--- config.mk ---
export PLATFORM = sky130hd
export DESIGN_NAME = instruction_fetch_flat
export DESIGN_NICKNAME = d
export VERILOG_FILES = /design/src/rtl/pic_pkg.sv /design/src/rtl/instruction_fetch_if.sv /design/src/rtl/instruction_fetch_q_sequencer.sv /design/src/rtl/instruction_fetch.sv /design/src/flat_wrapper.sv
export SDC_FILE = /design/constraint.sdc
export NUM_CORES = 1
export LEC_CHECK = 0
export CORE_MARGIN = 4
export CORE_UTILIZATION = 42
export DETAILED_ROUTE_END_ITERATION = 10
export PLACE_DENSITY = 0.88
export RECOVER_POWER = 50
export SLEW_MARGIN = 20
export SYNTH_ARGS = -nofsm -noshare
export SYNTH_HDL_FRONTEND = slang
export SYNTH_SLANG_ARGS = --single-unit
--- constraint.sdc ---
create_clock -name clk -period 2.3 [get_ports clk]
set_input_delay 0.345 -clock clk [delete_from_list [all_inputs] [get_ports clk]]
set_output_delay 0.345 -clock clk [all_outputs]
set_load 0.01 [all_outputs]
--- src/rtl/pic_pkg.sv ---
// Shared types and widths for the PIC16F-compatible core.
package pic_pkg;

  localparam int unsigned PC_W       = 13;
  localparam int unsigned INSTR_W    = 14;
  localparam int unsigned NUM_PHASES = 4;

  // Instruction-cycle phase; the encoding doubles as the q_phase output value.
  typedef enum logic [1:0] {
    Q1 = 2'd0,
    Q2 = 2'd1,
    Q3 = 2'd2,
    Q4 = 2'd3
  } q_phase_t;

  localparam logic [INSTR_W-1:0] INSTR_NOP = INSTR_W'(14'h0000);

endpackage

--- src/rtl/instruction_fetch_if.sv ---
// Fetch-stage bus: program counter, program memory and execute-stage signals.
interface instruction_fetch_if;

  logic [pic_pkg::PC_W-1:0]    pc_in;
  logic                        incr_pc_en;
  logic                        pmem_rd_en;
  logic [pic_pkg::PC_W-1:0]    pmem_addr;
  logic [pic_pkg::INSTR_W-1:0] pmem_data;
  logic                        flush;
  logic [pic_pkg::INSTR_W-1:0] ir_out;
  logic                        ir_valid;
  logic                        ir_load;

  // Fetch stage side.
  modport master (
    input  pc_in,
    input  pmem_data,
    input  flush,
    output incr_pc_en,
    output pmem_rd_en,
    output pmem_addr,
    output ir_out,
    output ir_valid,
    output ir_load
  );

  // Program counter / program memory / execute side.
  modport slave (
    output pc_in,
    output pmem_data,
    output flush,
    input  incr_pc_en,
    input  pmem_rd_en,
    input  pmem_addr,
    input  ir_out,
    input  ir_valid,
    input  ir_load
  );

endinterface

--- src/rtl/instruction_fetch_q_sequencer.sv ---
// Four-phase (Q1..Q4) instruction-cycle sequencer; holds in Q1 while run is low.
module q_sequencer
  import pic_pkg::*;
(
  input  logic                  clk,
  input  logic                  rst,
  input  logic                  run_i,
  output q_phase_t              q_phase_o,
  output logic [NUM_PHASES-1:0] q_strb_o
);

  q_phase_t phase_q;
  q_phase_t phase_d;

  // Phase register.
  always_ff @(posedge clk) begin
    if (rst) begin
      phase_q <= Q1;
    end else begin
      phase_q <= phase_d;
    end
  end

  // Next phase and one-hot phase strobes (bit i set in phase i).
  always_comb begin
    phase_d  = phase_q;
    q_strb_o = '0;
    unique case (phase_q)
      Q1: begin
        q_strb_o = 4'b0001;
        if (run_i) begin
          phase_d = Q2;
        end
      end
      Q2: begin
        q_strb_o = 4'b0010;
        phase_d  = Q3;
      end
      Q3: begin
        q_strb_o = 4'b0100;
        phase_d  = Q4;
      end
      Q4: begin
        q_strb_o = 4'b1000;
        phase_d  = Q1;
      end
      default: begin
        q_strb_o = 4'b0001;
        phase_d  = Q1;
      end
    endcase
  end

  assign q_phase_o = phase_q;

endmodule

--- src/rtl/instruction_fetch.sv ---
// Fetch stage: reads program memory in Q1, buffers the word in Q2 and loads
// the IR in Q4, replacing the word with a NOP bubble when execute flushed.
module instruction_fetch
  import pic_pkg::*;
(
  input  logic                       clk,
  input  logic                       rst,
  input  logic                       run,
  output q_phase_t                   q_phase,
  instruction_fetch_if.master        bus
);

  logic [NUM_PHASES-1:0] q_strb;
  logic                  fetch_c;
  logic                  flush_win_c;
  logic                  q4_c;

  logic [INSTR_W-1:0] fetch_buf_q, fetch_buf_d;
  logic [INSTR_W-1:0] ir_q,        ir_d;
  logic               ir_valid_q,  ir_valid_d;
  logic               flush_pend_q, flush_pend_d;

  q_sequencer u_q_sequencer (
    .clk       (clk),
    .rst       (rst),
    .run_i     (run),
    .q_phase_o (q_phase),
    .q_strb_o  (q_strb)
  );

  // Q1 fetch only starts an instruction cycle when run is high.
  assign fetch_c     = q_strb[0] & run;
  // Window in which a flush is remembered for the Q4 IR load.
  assign flush_win_c = fetch_c | q_strb[1] | q_strb[2];
  // Q4 is suppressed while reset is held so an aborted cycle never increments.
  assign q4_c        = q_strb[3] & ~rst;

  // Fetch buffer, flush tracking and IR next-state.
  always_comb begin
    fetch_buf_d  = fetch_buf_q;
    ir_d         = ir_q;
    ir_valid_d   = ir_valid_q;
    flush_pend_d = flush_pend_q;

    if (q_strb[1]) begin
      fetch_buf_d = bus.pmem_data;
    end

    if (flush_win_c && bus.flush) begin
      flush_pend_d = 1'b1;
    end

    if (q_strb[3]) begin
      if (flush_pend_q || bus.flush) begin
        ir_d       = INSTR_NOP;
        ir_valid_d = 1'b0;
      end else begin
        ir_d       = fetch_buf_q;
        ir_valid_d = 1'b1;
      end
      flush_pend_d = 1'b0;
    end
  end

  // Fetch-stage state registers.
  always_ff @(posedge clk) begin
    if (rst) begin
      fetch_buf_q  <= '0;
      ir_q         <= INSTR_NOP;
      ir_valid_q   <= 1'b0;
      flush_pend_q <= 1'b0;
    end else begin
      fetch_buf_q  <= fetch_buf_d;
      ir_q         <= ir_d;
      ir_valid_q   <= ir_valid_d;
      flush_pend_q <= flush_pend_d;
    end
  end

  assign bus.pmem_rd_en = fetch_c;
  assign bus.pmem_addr  = bus.pc_in;
  assign bus.incr_pc_en = q4_c;
  assign bus.ir_load    = q4_c;
  assign bus.ir_out     = ir_q;
  assign bus.ir_valid   = ir_valid_q;

endmodule
--- src/flat_wrapper.sv ---
// flat-port wrapper written by rule: the top's interface ports become plain ports
module instruction_fetch_flat import pic_pkg::*;
  (clk, rst, run, q_phase, bus_pc_in, bus_pmem_data, bus_flush, bus_incr_pc_en, bus_pmem_rd_en, bus_pmem_addr, bus_ir_out, bus_ir_valid, bus_ir_load);
  instruction_fetch_if bus_i ();
  input  logic clk;
  input  logic rst;
  input  logic run;
  output q_phase_t q_phase;
  input wire logic [$bits(bus_i.pc_in)-1:0] bus_pc_in;
  input wire logic [$bits(bus_i.pmem_data)-1:0] bus_pmem_data;
  input wire logic [$bits(bus_i.flush)-1:0] bus_flush;
  output wire logic [$bits(bus_i.incr_pc_en)-1:0] bus_incr_pc_en;
  output wire logic [$bits(bus_i.pmem_rd_en)-1:0] bus_pmem_rd_en;
  output wire logic [$bits(bus_i.pmem_addr)-1:0] bus_pmem_addr;
  output wire logic [$bits(bus_i.ir_out)-1:0] bus_ir_out;
  output wire logic [$bits(bus_i.ir_valid)-1:0] bus_ir_valid;
  output wire logic [$bits(bus_i.ir_load)-1:0] bus_ir_load;
  assign bus_i.pc_in = bus_pc_in;
  assign bus_i.pmem_data = bus_pmem_data;
  assign bus_i.flush = bus_flush;
  assign bus_incr_pc_en = bus_i.incr_pc_en;
  assign bus_pmem_rd_en = bus_i.pmem_rd_en;
  assign bus_pmem_addr = bus_i.pmem_addr;
  assign bus_ir_out = bus_i.ir_out;
  assign bus_ir_valid = bus_i.ir_valid;
  assign bus_ir_load = bus_i.ir_load;
  instruction_fetch u_core (.clk(clk), .rst(rst), .run(run), .q_phase(q_phase), .bus(bus_i));
endmodule
==> results.ini <==
[detailed_routing]
routed_wirelength_microns=2600
detail-route-antenna-nets=0
drcViolationCount=0
dr.pass1.iters=4
vias=895
via_per_inst=5.14
drtIter0Drc=54
wire_per_inst_microns=14.9

[worst_setup_path]
worstPathArrival_ns=1.75
worst_setup_path_end_kind=output port
path_max_fanout=5
reg2reg_slack_ns=0.47
critPathKind=reg -> out
r2r-end=u_core.fetch_buf_q[9]
reg2reg_from=u_core.u_q_sequencer.q_phase_o[1]
critPathLaunchType=flop
cp.required_ns=1.96
reg2reg_depth=5

[die]
start_util_pct=44.8
fp.dieArea_sq_um=3960
floorplan.rows=19
core_sq_um=2830
dieHeight_microns=62.9
ios=64
die_w_microns=62.9

[final_layout]
stdcell_count=174
post_route_cells_drive_above_1_share_pct=8.39
nNetsFinal=177
mostFrequentLayoutCells=dfxtp_1, clkdlybuf4s50_1, nor2_1
syn_to_final_growth_pct=26.5
final_common_cell=dfxtp_1
fillers=247
fin_util_pct=56.6
antennaDiodeCount=0

[global_route]
grt.total_usage_pct=14.4
grt_max_degree=18
grt_pass1_vias=971
grt_pass1_wl_microns=4430
grt_overflow_total=0
antenna_found_initial=0

[cts]
insertion_delay_ns=0.33
clockRootBuffer=clkbuf_4
cts_setup_buffers=0
cts.sinks=32
ctsResizeCount=0
hold_buffers=0
htree_levels=2
cts_buffers=5
path_clk_slew_ns=0.09
cts_tree=built
clk_path_buf_depth=2

[logic_synthesis]
yosysTopAreaCell=dfxtp_1
ys.flop_type=dfxtp_1
syn_avg_cell_area_sq_um=10.9
synth.area.top_cells=dfxtp_1, mux2i_1, a22o_1
synth_warnings=0
synth_fp_nets=151
syn_area_sq_um=1270
synth-edff-count=0
yosysTopAreaCellShare_pct=50.6
ys_ff_latch=32
async_flop_share_pct=0
netlist_instances=116
yosysUniqueCellTypes=20
synth-seq-area-share_pct=50.6

[worst_hold_path]
min_path_type=reg -> reg
worstHoldEndpoint=u_core.bus.ir_valid
whs_path_depth=1
min-delay-start=u_core.bus.ir_valid

[sta]
period_needed_ns=2.09
slew_violations=0
fin_worst_skew_ns=0.00226
rsz0062_at_grt=no
finalCritPeriodShare_pct=90.9
finalSetupTns_ns=0
finalHoldViolCount=0
setup_slack_ns=0.210
tightest_slew_ns=0.637
fmax_mhz=478
setup_viol=0
relSlewSlack_pct=57.5

[power_and_ir_drop]
peakVddDrop_mv=0.427
leakagePower_nw=0.655
power.density_nw_per_um2=947

[placement]
numPortBuffers=37
dp_hpwl_microns=2020
dp_cells=166
pre_cts_slack_ns=0.373
gp_congestion=0.745

[flow_run]
maxCapViolations=0

[run_status]
run_status=completed

-- synth_stat cells (2+ instances only) --
cell type	n
a21oi_1	3
inv_1	2
ha_1	4
o21ai_1	2
nor2_1	17
a22o_1	14
dfxtp_1	32
buf_2	3
buf_4	14
mux2i_1	14
buf_6	2
-- state kept, by name, indices dropped and copies added, names as in the netlist --
signal and count:
u_core.fetch_buf_q 14, u_core.flush_pend_q 1, u_core.u_q_sequencer.q_phase_o 2, u_core.bus.ir_valid 1, u_core.bus.ir_out 14
-- power by group --
part / switching [mW] / leakage [nW] / internal, mW
logic: 0.239 / 0.357 / 0.241
clock network: 0.186 / 0.0380 / 0.145
registers: 0.0621 / 0.260 / 0.643
-- how the worst max path moves through the flow --
stage,cells past startpoint,from,end
global route,4,u_core.u_q_sequencer.q_phase_o[0],bus_pmem_rd_en
CTS,4,u_core.u_q_sequencer.q_phase_o[0],bus_pmem_rd_en
floorplan,5,u_core.u_q_sequencer.q_phase_o[0],u_core.bus.ir_out[10]
global placement,3,run,bus_pmem_rd_en
finish,4,u_core.u_q_sequencer.q_phase_o[0],bus_pmem_rd_en
detailed placement,3,run,bus_pmem_rd_en
-- worst max-delay path, cell delays in order (launching register included) --
cell	delay (ns)
dfxtp_1	0.41
inv_1	0.09
ha_1	0.25
and2_1	0.18
clkdlybuf4s50_1	0.49
-- stage by stage --
stage          total power [mW]  area, sq um  hold WS [ns]
4_1_cts                    1.55         1610         0.484
2_1_floorplan              1.07         1270         0.442
3_5_place_dp               1.22         1540         0.438
6_report                   1.52         1600         0.470
5_1_grt                    1.63         1600         0.498
3_3_place_gp               1.18         1540         0.435
-- kinds of logic (layout without fill, tap and decap cells) --
logic type | Yosys count | after routing | synth area share [%]
compound gates | 21 | 21 | 12.8
mux | 14 | 14 | 11.1
flops | 32 | 32 | 50.6
fa+ha+maj | 4 | 4 | 3.95
buf+inv | 23 | 50 | 12.4
simple gates | 22 | 22 | 9.09
-- cell type report --
class,count,area [sq um],share of cell area (%)
flip-flops and latches,32,641,40.0
multi-input cells,61,468,29.2
repair buffers,39,382,23.8
clock buffers,6,51.3,3.20
well taps,31,38.8,2.42
inverters,3,11.3,0.703
clock inverters,2,10.0,0.625
-- layer usage --
metal | up-vias | track usage (%) | routed length (microns)
met2 | 35 | 23.8 | 1320
met5 | - | 0 | 0
li1 | 436 | - | -
met3 | 9 | 7.73 | 196
met1 | 415 | 15.0 | 1040
met4 | 0 | 6.06 | 44
Note: power is estimated with default switching activity, not from simulation.
